===== src/rtl/bus_port_endpoint.sv =====
// bus_port_endpoint
//   Terminal-side endpoint for one port of the bs_gnrtr_n_rbtr bus. A transmit
//   FIFO is exposed to the bus via pndng/pop/D_pop. A receive FIFO absorbs bus
//   pushes (push/D_push) whose destination ID matches `id` or `broadcast`. The
//   host reaches both FIFOs through valid/ready handshakes.
//
// Optional feature: define BUS_PORT_OVF_CNT_EN to add rx_ovf_cnt, a saturating
//   count of pushes dropped because the receive FIFO was full.
//
// Ports:
//   clk, reset            : clock; synchronous active-high reset
//   pndng, D_pop, pop     : bus side of the transmit FIFO
//   push, D_push          : bus delivery into the receive FIFO (no backpressure)
//   tx_valid/tx_data/tx_ready : host write into the transmit FIFO
//   rx_valid/rx_data/rx_ready : host read from the receive FIFO
//   rx_drop               : one-cycle pulse per discarded push
//   rx_ovf_cnt            : overflow drop counter (BUS_PORT_OVF_CNT_EN only)
module bus_port_endpoint #(
  parameter int unsigned pckg_sz   = 16,
  parameter int unsigned depth     = 8,
  parameter logic [7:0]  id        = 8'h00,
  parameter logic [7:0]  broadcast = 8'hFF
) (
  input  logic               clk,
  input  logic               reset,
  output logic               pndng,
  output logic [pckg_sz-1:0] D_pop,
  input  logic               pop,
  input  logic               push,
  input  logic [pckg_sz-1:0] D_push,
  input  logic               tx_valid,
  input  logic [pckg_sz-1:0] tx_data,
  output logic               tx_ready,
  output logic               rx_valid,
  output logic [pckg_sz-1:0] rx_data,
  input  logic               rx_ready,
  output logic               rx_drop
`ifdef BUS_PORT_OVF_CNT_EN
  ,
  output logic [15:0]        rx_ovf_cnt
`endif
);

  localparam int unsigned AW = $clog2(depth);
  localparam int unsigned CW = AW + 1;
  localparam logic [CW-1:0] FULL_CNT = CW'(depth);

  // ---------------- transmit FIFO ----------------
  logic [pckg_sz-1:0] tx_mem [depth];
  logic [AW-1:0]      tx_wptr, tx_rptr;
  logic [CW-1:0]      tx_cnt;
  logic               tx_wr, tx_rd;

  // Ready depends on occupancy only, so a full FIFO refuses a write even when
  // the bus pops in the same cycle.
  assign tx_ready = (tx_cnt != FULL_CNT);
  assign pndng    = (tx_cnt != '0);
  assign D_pop    = pndng ? tx_mem[tx_rptr] : '0;
  assign tx_wr    = tx_valid & tx_ready;
  assign tx_rd    = pop & pndng;

  always_ff @(posedge clk) begin
    if (reset) begin
      tx_wptr <= '0;
      tx_rptr <= '0;
      tx_cnt  <= '0;
    end else begin
      if (tx_wr) tx_wptr <= tx_wptr + 1'b1;
      if (tx_rd) tx_rptr <= tx_rptr + 1'b1;
      if (tx_wr && !tx_rd)      tx_cnt <= tx_cnt + 1'b1;
      else if (tx_rd && !tx_wr) tx_cnt <= tx_cnt - 1'b1;
    end
  end

  always_ff @(posedge clk) begin
    if (!reset && tx_wr) tx_mem[tx_wptr] <= tx_data;
  end

  // ---------------- receive FIFO ----------------
  logic [pckg_sz-1:0] rx_mem [depth];
  logic [AW-1:0]      rx_wptr, rx_rptr;
  logic [CW-1:0]      rx_cnt;
  logic               rx_full, rx_match, rx_wr, rx_rd, rx_ovf;
  logic [7:0]         rx_dest;

  assign rx_dest  = D_push[pckg_sz-1 -: 8];
  assign rx_match = (rx_dest == id) || (rx_dest == broadcast);
  assign rx_full  = (rx_cnt == FULL_CNT);
  assign rx_valid = (rx_cnt != '0);
  assign rx_data  = rx_valid ? rx_mem[rx_rptr] : '0;
  assign rx_rd    = rx_ready & rx_valid;
  // When full, a same-cycle host read frees the slot being written: the write
  // pointer equals the read pointer and the head is consumed at this edge.
  assign rx_wr    = push & rx_match & (~rx_full | rx_rd);
  assign rx_ovf   = push & rx_match & rx_full & ~rx_rd;

  always_ff @(posedge clk) begin
    if (reset) begin
      rx_wptr <= '0;
      rx_rptr <= '0;
      rx_cnt  <= '0;
      rx_drop <= 1'b0;
    end else begin
      rx_drop <= push & ~rx_wr;
      if (rx_wr) rx_wptr <= rx_wptr + 1'b1;
      if (rx_rd) rx_rptr <= rx_rptr + 1'b1;
      if (rx_wr && !rx_rd)      rx_cnt <= rx_cnt + 1'b1;
      else if (rx_rd && !rx_wr) rx_cnt <= rx_cnt - 1'b1;
    end
  end

  always_ff @(posedge clk) begin
    if (!reset && rx_wr) rx_mem[rx_wptr] <= D_push;
  end

`ifdef BUS_PORT_OVF_CNT_EN
  always_ff @(posedge clk) begin
    if (reset) begin
      rx_ovf_cnt <= '0;
    end else if (rx_ovf && rx_ovf_cnt != '1) begin
      rx_ovf_cnt <= rx_ovf_cnt + 1'b1;
    end
  end
`else
  logic unused_ovf;
  assign unused_ovf = rx_ovf;
`endif

endmodule


===== config.mk =====
export PLATFORM = sky130hd
export DESIGN_NAME = bus_port_endpoint
export DESIGN_NICKNAME = d
export VERILOG_FILES = /design/src/rtl/bus_port_endpoint.sv
export SDC_FILE = /design/constraint.sdc
export NUM_CORES = 1
export LEC_CHECK = 0
export BUFFER_PORTS_ARGS = -buffer_cell sky130_fd_sc_hd__buf_2
export CAP_MARGIN = 20
export CORE_AREA = 4 4 170 131
export CTS_BUF_LIST = sky130_fd_sc_hd__clkbuf_16
export DETAILED_ROUTE_END_ITERATION = 8
export DIE_AREA = 0 0 174 135
export GPL_TIMING_DRIVEN = 1
export PLACE_DENSITY = 0.74
export SETUP_SLACK_MARGIN = 0.02
export SLEW_MARGIN = 20
export SYNTH_ARGS = -nofsm -noshare
export SYNTH_HDL_FRONTEND = slang
export SYNTH_SLANG_ARGS = --single-unit

===== constraint.sdc =====
create_clock -name clk -period 4.05 [get_ports clk]
set_input_delay 0.405 -clock clk [delete_from_list [all_inputs] [get_ports clk]]
set_output_delay 0.405 -clock clk [all_outputs]
set_load 0.02 [all_outputs]

# ---- Word level (Yosys, flattened, before mapping)
# Memory sizes are Yosys's and may differ from the RTL's. A register that Yosys moved wholly into a read port is not among the register bits.
# Cells that the tools add are included.
dict set report op_classes {
  eq_ne 3
  n_bitwise 9
  magnitude_cmp 0
  shift 0
  reduce_logical 17
  div 0
  multipliers 0
  n_addsub 8
  n_mux 14
}
# operator count
set op_table {}
lappend op_table {{two-way mux 16 bit} 2}
lappend op_table {{two-way mux 4 bit} 4}
lappend op_table {{adder 3 x 1 -> 3 bit, second input constant} 4}
lappend op_table {{two-way mux 3 bit} 4}
lappend op_table {{adder 4 x 1 -> 4 bit, second input constant} 2}
lappend op_table {{equality test 8 bit, second input constant} 1}
lappend op_table {{logical NOT 8 bit} 1}
lappend op_table {{nonzero test 4 bit} 2}
lappend op_table {{subtractor 4 x 1 -> 4 bit, second input constant} 2}
lappend op_table {{AND 1 bit} 6}
lappend op_table {{logical AND 1 bit} 6}
lappend op_table {{logical NOT 1 bit} 5}
lappend op_table {{equality test 4 bit, second input constant} 1}
lappend op_table {{two-way mux 1 bit} 4}
lappend op_table {{!= test 4 bit, second input constant} 1}
lappend op_table {{nonzero test 2 bit} 2}
lappend op_table {{NOT 1 bit} 2}
lappend op_table {{logical OR 1 bit} 1}
lappend op_table {{bitwise OR 1 bit} 1}
dict set report word_totals {
  romBits 0
  elab_cells 60
  inputBits 38
  latch_bits 0
  mem_count 2
  out_inout_bits 36
  ramBits 256
  regBits 21
}
# memory words width read_ports rd_ports_with_merged_regs wr line
set memory_table {}
lappend memory_table {rx_mem 8 16 1 1 1 80} ;# logic [pckg_sz-1:0] rx_mem [depth];
lappend memory_table {tx_mem 8 16 1 1 1 49} ;# logic [pckg_sz-1:0] tx_mem [depth];

# ---- Logic depth before layout (Yosys ltp)
# Gate-level depths: netlist of the first run.
dict set report depth {
  word_depth 8
  mapped_depth 11
  mapped_depth_nobuf 10
}

# ---- Worst setup path before layout of the first run
# OpenSTA, ideal clock, no wires.
dict set report synth_timing {
  path_type {register to register}
  from {reg tx_cnt[0]}
  to {mem tx_mem[0][0], enable pin}
  setup_time_ns 0.409
  path_slack_ns 1.227
  arrival_time_ns 2.414
  path_buffers 1
  period_less_slack_ns 2.823
  stages_incl_launch_ff 6
  path_cell_list {dfxtp_1 > or4b_1 > clkbuf_2 > nand2_1 > or3_1 > nor3_1}
}
dict set report synth_via {
  elab_chain_len 5
}
# element line
set synth_lines {}
lappend synth_lines {{start, declared} 51} ;# logic [CW-1:0] tx_cnt;
lappend synth_lines {{start signal, assigned} 70} ;# if (tx_wr && !tx_rd) tx_cnt <= tx_cnt + 1'b1;
lappend synth_lines {{start signal, assigned} 71} ;# else if (tx_rd && !tx_wr) tx_cnt <= tx_cnt - 1'b1;
lappend synth_lines {{!= test 4 bit} 56} ;# assign tx_ready = (tx_cnt != FULL_CNT);
lappend synth_lines {{net tx_ready} 33} ;# output logic tx_ready,
lappend synth_lines {{AND 1 bit} 59} ;# assign tx_wr = tx_valid & tx_ready;
lappend synth_lines {{logical AND 1 bit} 76} ;# if (!reset && tx_wr) tx_mem[tx_wptr] <= tx_data;
lappend synth_lines {{two-way mux 1 bit} 76}
lappend synth_lines {{two-way mux 1 bit (not written as such)} 76}
lappend synth_lines {{end, declared} 49}
# The timed path passes the listed nets, and every way through them passes these cells.

==> results.md, run 1 <==
- Postcts setup bufs: 0
- Max_cap viols: 0
- Compound-cell area share of the yosys netlist: 0.7322%
- DRT iter0 DRCs: 371
- FMAX: 324.1 MHz
- Clock Sinks: 283
- CP max stage cell: dfxtp_2
- Largest family of logic cells by synthesized area: multiplexers
- Initial core utilization: 53.61%
- CTS tree: done
- Post-cts sizing count: 0
- Yosys cell types: 39
- Leak: 0.004276 uW
- WP data arrival: 2.68 ns
- CTS Hold Bufs: 0
- Dpl hpwl: 12.62 mm
- Yosys Warn Count: 0
- Register-to-register setup slack: 1.21 ns
- Worst-path fanout max: 19
- Total global-route track usage: 18.52%
- Core Region: 0.02072 sq mm
- Root buffer cell: clkbuf_16
- Final hold vios: 0
- Peak supply drop: 0.3583 mV
- Core Util, Final: 61.94%
- Asr flop ratio synth: 0%
- Input/output buffers: 73
- Unrepaired setup endpoints after global routing: false
- Multi-input gate area: 0.002754 sq mm
- H-Tree Depth: 1
- Most frequent cells in the layout: 256 x edfxtp_1, 73 x buf_2, 64 x mux4_2
- #FFs+latches synth: 283
- # IOs: 74
- Ys flop type: edfxtp_1
- Kind of critical path: flop to primary output
- R2R cell count: 10
- Gpl congestion: 0.7306
- GRT overflow: 0
- Sequential share of the synthesized area: 74.08%
- Die Area: 0.02349 sq mm
- Post-DR vias/cell: 5.857
- Antenna Nets Post-Route: 0
- Fill cells: 1469
- Slew @ Worst Pin: 1.021 ns
- Pins Over Slew Limit: 0
- Multiplexer area fraction after synthesis: 16.54%
- Worst stage delay on the critical path: 0.66 ns
- Final Net Count: 709
- Fin crit share: 76.19%
- Clock Path Buffers: 3
- CP Launch Type: flop
- R2r endpoint: tx_cnt[3]
- Reg area: 0.008233 sq mm
- Area grow syn2layout: 15.55%
- Layout Skew: 0.01016 ns
- WL final: 21.21 mm
- Row count: 46
- Initial antenna violation count: 1
- Hold WS: 0.1371 ns
- Syn Std Cell Area: 0.01111 sq mm
- Die width: 174 um
- Worst Hold Class: primary input to flop
- Mapped Cells: 562
- Share of layout cells above drive strength 1: 31.13%
- Commonest non-fill, non-tap cell in the layout: edfxtp_1
- Via count: 5535
- CTS buffer count: 28
- Remaining DRCs: 0
- Adder-cell share of the synthesized area: 1.487%
- Worst Path Required: 3.64 ns
- Routed len/inst: 22.44 um
- CP endpoint: D_pop[2]
- Final min period: 3.085 ns
- DP Worst Slack: 0.8030 ns
- Synthesized area per cell: 19.76 sq um
- Final setup TNS: 0 ns
- Final setup viols: 0
- Reg2reg start: tx_cnt[0]
- Crit end category: primary output
- Ant. Diodes: 0
- EDFF count, synth: 256
- 1st-pass router iterations: 5
- Simple-gate share of the synthesized area: 5.103%
- Final WS setup: 0.9645 ns
- Die height: 135 um
- Power per cell area: 635.7 mW/mm^2
- Cells after DPL: 893
- Final Non-Filler Cells: 945
- Reg clk slew, reported paths: 0.06 ns
- Worst path cell trace: buf_4, mux4_2, mux2i_1, nor2_1, buf_2
- Vias in the first global route: 5720
- Worst skew pair latency: 0.53 ns
- Xor/xnor share of the synthesized area: 0.7886%
- Pin count of the biggest net entering global routing: 33
- Rel. slew slack: 31.70%
- First-pass GRT wire length: 33.33 mm
- Syn_nets: 612
- Status: complete, no violations
[layout make-up]
cell class	instances	share of cell area, %
Sequential cell	283	64.15
Multi-Input combinational cell	247	21.46
Clock buffer	28	5.460
Timing Repair Buffer	94	4.075
Tap cell	264	2.574
Clock inverter	24	2.135
Inverter	5	0.1462
[report_power, final]
part           internal [uW]  switching [uW]  total, uW
combinational            844            1170       2010
sequential              3300             181       3480
clock                   1640            1030       2670
[registers in the layout, summed over array words and instances (netlist names), named ones only]
| name | cells |
|---|---|
| rx_cnt | 4 |
| rx_drop | 1 |
| rx_mem | 128 |
| rx_rptr | 3 |
| rx_wptr | 3 |
| tx_cnt | 4 |
| tx_mem | 128 |
| tx_rptr | 3 |
| tx_wptr | 3 |
[cells by family (layout without fill, tap and decap cells)]
group | count (synthesis) | after routing
flip-flops | 283 | 283
AND/OR/NAND/NOR | 109 | 109
multiplexers | 103 | 103
buffers and inverters | 32 | 151
AO/OA/AOI/OAI | 13 | 13
adder cells (fa/ha/maj) | 12 | 12
XOR/XNOR | 10 | 10
[Yosys cell counts (2+ instances only)]
cell type | n | area [sq um]
edfxtp_1 | 256 | 7687
mux4_2 | 64 | 1441
nor2_1 | 62 | 232.7
mux2i_1 | 35 | 350.3
dfxtp_1 | 27 | 540.5
clkbuf_1 | 13 | 48.80
buf_2 | 10 | 50.05
ha_1 | 10 | 125.1
nand3_1 | 8 | 40.04
xor2_1 | 8 | 70.07
a21oi_1 | 7 | 35.03
nand2_1 | 7 | 26.28
inv_1 | 5 | 18.77
nor2b_1 | 5 | 31.28
mux2_2 | 4 | 45.04
nand2b_1 | 4 | 25.02
nor3_1 | 4 | 20.02
a211oi_1 | 2 | 15.01
a31oi_1 | 2 | 12.51
and3_1 | 2 | 12.51
and3b_1 | 2 | 17.52
and4_1 | 2 | 17.52
buf_1 | 2 | 7.510
fa_1 | 2 | 40.04
nand4_1 | 2 | 12.51
nor4_4 | 2 | 42.54
or4_1 | 2 | 15.01
xnor2_1 | 2 | 17.52
[per-layer routing]
layer  track usage (%)  wire length (um)  share of wire (%)
met1             27.59              9346                 44
met2             29.00             10150                 48
met3             3.582              1327                6.3
met4             4.352               378                1.8
met5                 0                 7              0.033
[critical path: cells and delay by family, from the launching register on]
kind | cells | cell delay, ns
mux | 2 | 0.79
flops | 1 | 0.66
buf+inv | 2 | 0.63
simple gates | 1 | 0.07
[how the worst min path moves through the flow]
| stage | start | end | cells after the start | slack (ns) |
|---|---|---|---|---|
| 3_3_place_gp | rx_rptr[1] | flop | 2 | 0.46 |
| 5_1_grt | tx_data[6] | tx_mem[2][6] | 1 | 0.13 |
| 3_5_place_dp | rx_rptr[1] | flop | 2 | 0.48 |
| 2_1_floorplan | tx_rptr[1] | flop | 2 | 0.45 |
| 6_report | tx_data[1] | tx_mem[4][1] | 1 | 0.14 |
| 4_1_cts | tx_data[6] | tx_mem[0][6] | 1 | 0.10 |
[per-stage QoR]
step	power, uW	instance area, sq um
floorplan	4908	11110
finish	8158	12830
detailed placement	5572	11860
global route	8576	12830
global placement	5485	11860
CTS	8262	12830
No activity file was read; power rests on OpenSTA's default activity.
==> run 2: changes to the inputs <==
- clock period: 4.05 -> 3.06 ns (I/O delays scaled with it)
==> results.md, run 2 (synthesized netlist as in run 1, its figures left out) <==
- Worst Path Required: 3.48 ns
- Gpl congestion: 0.6954
- CTS tree: done
- Row count: 46
- Via count: 5513
- Kind of critical path: flop to flop
- Remaining DRCs: 0
- Worst Hold Endpoint: tx_mem[3][2]
- Dpl hpwl: 12.88 mm
- Power per cell area: 826.1 mW/mm^2
- Worst Hold Class: primary input to flop
- Reg clk slew, reported paths: 0.07 ns
- CP max stage cell: or4b_4
- Rel. slew slack: 64.57%
- Routed len/inst: 22.57 um
- Leak: 0.004287 uW
- Final WS setup: 0.2609 ns
- Worst-path fanout max: 5
- Delay-heaviest family, CP: simple AND/OR/NAND/NOR gates
- WHS Path Cells: 1
- Fill cells: 1429
- Clock Path Buffers: 3
- Share of layout cells above drive strength 1: 31.53%
- Ant. Diodes: 0
- DP Worst Slack: 0.1210 ns
- Status: complete, no violations
- Max_cap viols: 0
- H-Tree Depth: 1
- Initial antenna violation count: 0
- Vias in the first global route: 5732
- Final setup TNS: 0 ns
- Worst stage delay on the critical path: 0.60 ns
- Total global-route track usage: 18.55%
- First-pass GRT wire length: 33.53 mm
- Unrepaired setup endpoints after global routing: false
- DRT iter0 DRCs: 619
- CTS buffer count: 27
- FMAX: 357.3 MHz
- Input/output buffers: 73
- Root buffer cell: clkbuf_16
- Worst skew pair latency: 0.53 ns
- WP data arrival: 3.22 ns
- Area grow syn2layout: 15.92%
- Final min period: 2.799 ns
- Crit path depth: 10
- # IOs: 74
- Slew @ Worst Pin: 0.5314 ns
- Clock Sinks: 283
- Initial core utilization: 53.61%
- Die Area: 0.02349 sq mm
- Regs by FF count: rx_mem: 128 flops, tx_mem: 128 flops
- Commonest non-fill, non-tap cell in the layout: edfxtp_1
- Core Region: 0.02072 sq mm
- Die width: 174 um
- 1st-pass router iterations: 4
- GRT overflow: 0
- Worst path cell trace: or4b_4, nand2_1, inv_1, ha_1, inv_1, ha_1, a21oi_1, a211oi_1, a31oi_1, mux2_2
- Peak supply drop: 0.4564 mV
- Crit end category: flop
- WL final: 21.42 mm
- Pin count of the biggest net entering global routing: 33
- Register-to-register setup slack: 0.26 ns
- Hold Path Origin: tx_data[2]
- CP bufs+invs: 2
- Antenna Nets Post-Route: 0
- Pins Over Slew Limit: 0
- R2r endpoint: tx_cnt[3]
- R2R cell count: 10
- Die height: 135 um
- Reg2reg start: tx_cnt[0]
- CP Launch Type: flop
- Final Net Count: 714
- Fin crit share: 91.47%
- Most frequent cells in the layout: 256 x edfxtp_1, 73 x buf_2, 64 x mux4_2
- Post-DR vias/cell: 5.809
- Layout Skew: 0.01763 ns
- Final setup viols: 0
- CTS Hold Bufs: 0
- Final hold vios: 0
run 2: changes by cell type in the layout (fill, tap and decap cells not counted), sizes merged:
cell | before | now
clkinvlp | 0 | 2
inv | 9 | 11
bufinv | 6 | 4
buf | 94 | 100
clkbuf | 28 | 27
clkinv | 14 | 11
run 2: power breakdown:
part / internal, uW / switching [uW]
Clock: 1960 / 1360
Combinational: 1160 / 1630
Sequential: 4360 / 167
Total: 7470 / 3160
run 2: cell type report:
cell class / instances / area (sq um) / area share [%]
Clock buffer: 27 / 675.6 / 5.248
Tap cell: 264 / 330.3 / 2.566
Inverter: 5 / 18.77 / 0.1458
Clock inverter: 23 / 225.2 / 1.749
Multi-Input combinational cell: 247 / 2751 / 21.37
Timing Repair Buffer: 100 / 643.1 / 4.995
Sequential cell: 283 / 8230 / 63.93
run 2: timing repair:
item / 4_1_cts / 5_1_grt
endpoints found under the setup margin: 0 / 1
resized for setup: 0 / 1
setup buffers: 0 / 0
run 2: per-stage QoR:
stage	hold slack, ns	instances	power [uW]	utilization (%)	cell area (sq um)
CTS	0.02077	949	10750	62.12	12870
global route	0.02932	949	11150	62.14	12870
floorplan	0.4049	562	6496	-	11110
finish	0.04918	949	10640	62.14	12870
detailed placement	0.4843	899	7418	57.77	11970
global placement	0.4624	899	7324	57.77	11970
run 2: how the worst max path moves through the flow:
stage                         start           end  slack [ns]
after floorplan           tx_cnt[0]  tx_mem[0][0]        0.24
after global routing      tx_cnt[0]     tx_cnt[3]        0.08
final                     tx_cnt[0]     tx_cnt[3]        0.26
after detailed placement  D_push[9]     rx_cnt[3]        0.12
after CTS                 tx_cnt[0]     tx_cnt[3]        0.22
after global placement    D_push[9]     rx_cnt[3]        0.21
run 2: worst register-to-register path: stages, from the launching register on:
cell      delay (ns)
dfxtp_1         0.39
or4b_4          0.60
nand2_1         0.16
inv_1           0.06
ha_1            0.21
inv_1           0.15
ha_1            0.30
a21oi_1         0.20
a211oi_1        0.11
a31oi_1         0.16
mux2_2          0.35
run 2: routing by layer:
layer / vias to the layer above / wire length, um / track usage [%]
met4: 0 / 323 / 3.604
met3: 25 / 1200 / 2.939
li1: 2468 / - / -
met5: - / 0 / 0
met2: 172 / 10270 / 29.50
met1: 2848 / 9630 / 28.01
==> run 3: changes to the inputs <==
- PLACE_DENSITY: 0.74 -> not set
- PLACE_DENSITY_LB_ADDON: not set -> 0.05
==> results.md, run 3 (synthesized netlist as in run 1, its figures left out) <==
- Core Region: 0.02072 sq mm
- Post-cts sizing count: 0
- Root buffer cell: clkbuf_16
- Clk pwr share: 29.4%
- Initial core utilization: 53.61%
- Final setup TNS: 0 ns
- WHS Path Cells: 1
- Layout Skew: 0.02404 ns
- Crit end category: flop
- Worst-path fanout max: 5
- GR peak layer: met2
- R2R cell count: 10
- CTS buffer count: 27
- Vias in the first global route: 5814
- Final Net Count: 714
- Power per cell area: 809.3 mW/mm^2
- Hold Path Origin: D_push[7]
- Post-DR vias/cell: 5.752
- Dpl hpwl: 12.88 mm
- 1st-pass router iterations: 4
- WL final: 21.41 mm
- DP Worst Slack: 0.1845 ns
- Fin crit share: 91.73%
- Row count: 46
- First-pass GRT wire length: 33.46 mm
- # IOs: 74
- GRT overflow: 0
- Unrepaired setup endpoints after global routing: false
- Leak: 0.004266 uW
- Sw frac: 30.18%
- Remaining DRCs: 0
- Commonest non-fill, non-tap cell in the layout: edfxtp_1
- Area grow syn2layout: 14.76%
- Switching power: 3113 uW
- Die height: 135 um
- Regs by FF count: rx_mem: 128 flops, tx_mem: 128 flops
- Worst Hold Class: primary input to flop
- CTS Hold Bufs: 0
- Reg2reg start: tx_cnt[0]
- Postcts setup bufs: 0
- Worst skew pair latency: 0.54 ns
- Met3 Use GR: 3.191%
- Pin count of the biggest net entering global routing: 33
- Routed len/inst: 22.58 um
- DRT iter0 DRCs: 427
- Status: complete, no violations
- Register-to-register setup slack: 0.25 ns
- Kind of critical path: flop to flop
- Share of layout cells above drive strength 1: 30.99%
- Final setup viols: 0
- WP data arrival: 3.22 ns
- Die width: 174 um
- Final WS setup: 0.2532 ns
- Clock Sinks: 283
- Die Area: 0.02349 sq mm
- R2r endpoint: tx_cnt[3]
- H-Tree Depth: 1
- Ant. Diodes: 0
- CP Launch Type: flop
- Met2 usage: 29.72%
- Internal power: 7202 uW
- CTS tree: done
- Total global-route track usage: 18.60%
- Via count: 5453
- Flop pwr share: 43.7%
- Gpl congestion: 0.7369
- Final hold vios: 0
- Input/output buffers: 73
- FMAX: 356.3 MHz
- Max_cap viols: 0
- Worst Path Required: 3.47 ns
- Initial antenna violation count: 1
- Slew @ Worst Pin: 0.5492 ns
- Most frequent cells in the layout: 256 x edfxtp_1, 73 x buf_2, 64 x mux4_2
- Clock Path Buffers: 3
- Logic pwr share: 26.9%
- Reg clk slew, reported paths: 0.06 ns
- Antenna Nets Post-Route: 0
- Peak supply drop: 0.4518 mV
- Grt met1 use: 27.84%
- Final min period: 2.807 ns
- Pins Over Slew Limit: 0
- Rel. slew slack: 63.39%
- Worst Hold Endpoint: rx_mem[4][7]
-- run 3: cell count changes in the layout (fill, tap and decap cells not counted), moves of 3 or more --
cell / before / now
clkinv_2: 3 / 7
bufinv_16: 4 / 1
buf_4: 21 / 24
buf_12: 6 / 3
inv_1: 8 / 13
-- run 3: cell type report --
class / count / area [sq um]
flip-flops and latches: 283 / 8230
fillers: 1508 / 7974
repair buffers: 100 / 605.6
well taps: 264 / 330.3
clock inverters: 22 / 133.9
clock buffers: 27 / 675.6
inverters: 5 / 18.77
multi-input cells: 247 / 2751
-- run 3: critical path, stage by stage, from the launching register on --
cell and delay (ns):
dfxtp_1 0.39, or4b_4 0.62, nand2_1 0.17, inv_1 0.06, ha_1 0.20, inv_1 0.14
ha_1 0.29, a21oi_1 0.20, a211oi_1 0.11, a31oi_1 0.17, mux2_2 0.35
-- run 3: per-stage QoR --
stage | cells | instance area, sq um | utilization (%) | hold slack [ns] | total power [uW]
2_1_floorplan | 562 | 11110 | - | 0.4049 | 6496
3_3_place_gp | 899 | 11930 | 57.59 | 0.4682 | 7334
3_5_place_dp | 899 | 11930 | 57.59 | 0.4793 | 7398
4_1_cts | 948 | 12740 | 61.50 | 0.005399 | 10440
5_1_grt | 948 | 12750 | 61.52 | 0.01911 | 10860
6_report | 948 | 12750 | 61.52 | 0.03291 | 10320
-- run 3: layer usage --
metal / up-vias / routed length [um] / share of wire, %
met5: - / 7 / 0.033
met4: 2 / 370 / 1.7
met3: 25 / 1154 / 5.4
met2: 137 / 10240 / 48
met1: 2831 / 9632 / 45
li1: 2458 / - / -
-- run 3: how the worst max path moves through the flow --
stage	end	startpoint	cells past startpoint
floorplan	tx_mem[0][0]	tx_cnt[0]	5
global placement	rx_cnt[3]	D_push[8]	11
detailed placement	tx_cnt[3]	tx_cnt[0]	10
CTS	tx_cnt[3]	tx_cnt[0]	10
global route	tx_cnt[3]	tx_cnt[0]	10
finish	tx_cnt[3]	tx_cnt[0]	10
-- run 3: power by group through the flow --
stage	Clock [uW]	Combinational (uW)	Sequential (uW)
after floorplan	0	1950	4550
after CTS	3110	2820	4510
final	3030	2770	4510
after global routing	3290	3040	4530
after detailed placement	0	2800	4590
after global placement	0	2760	4580
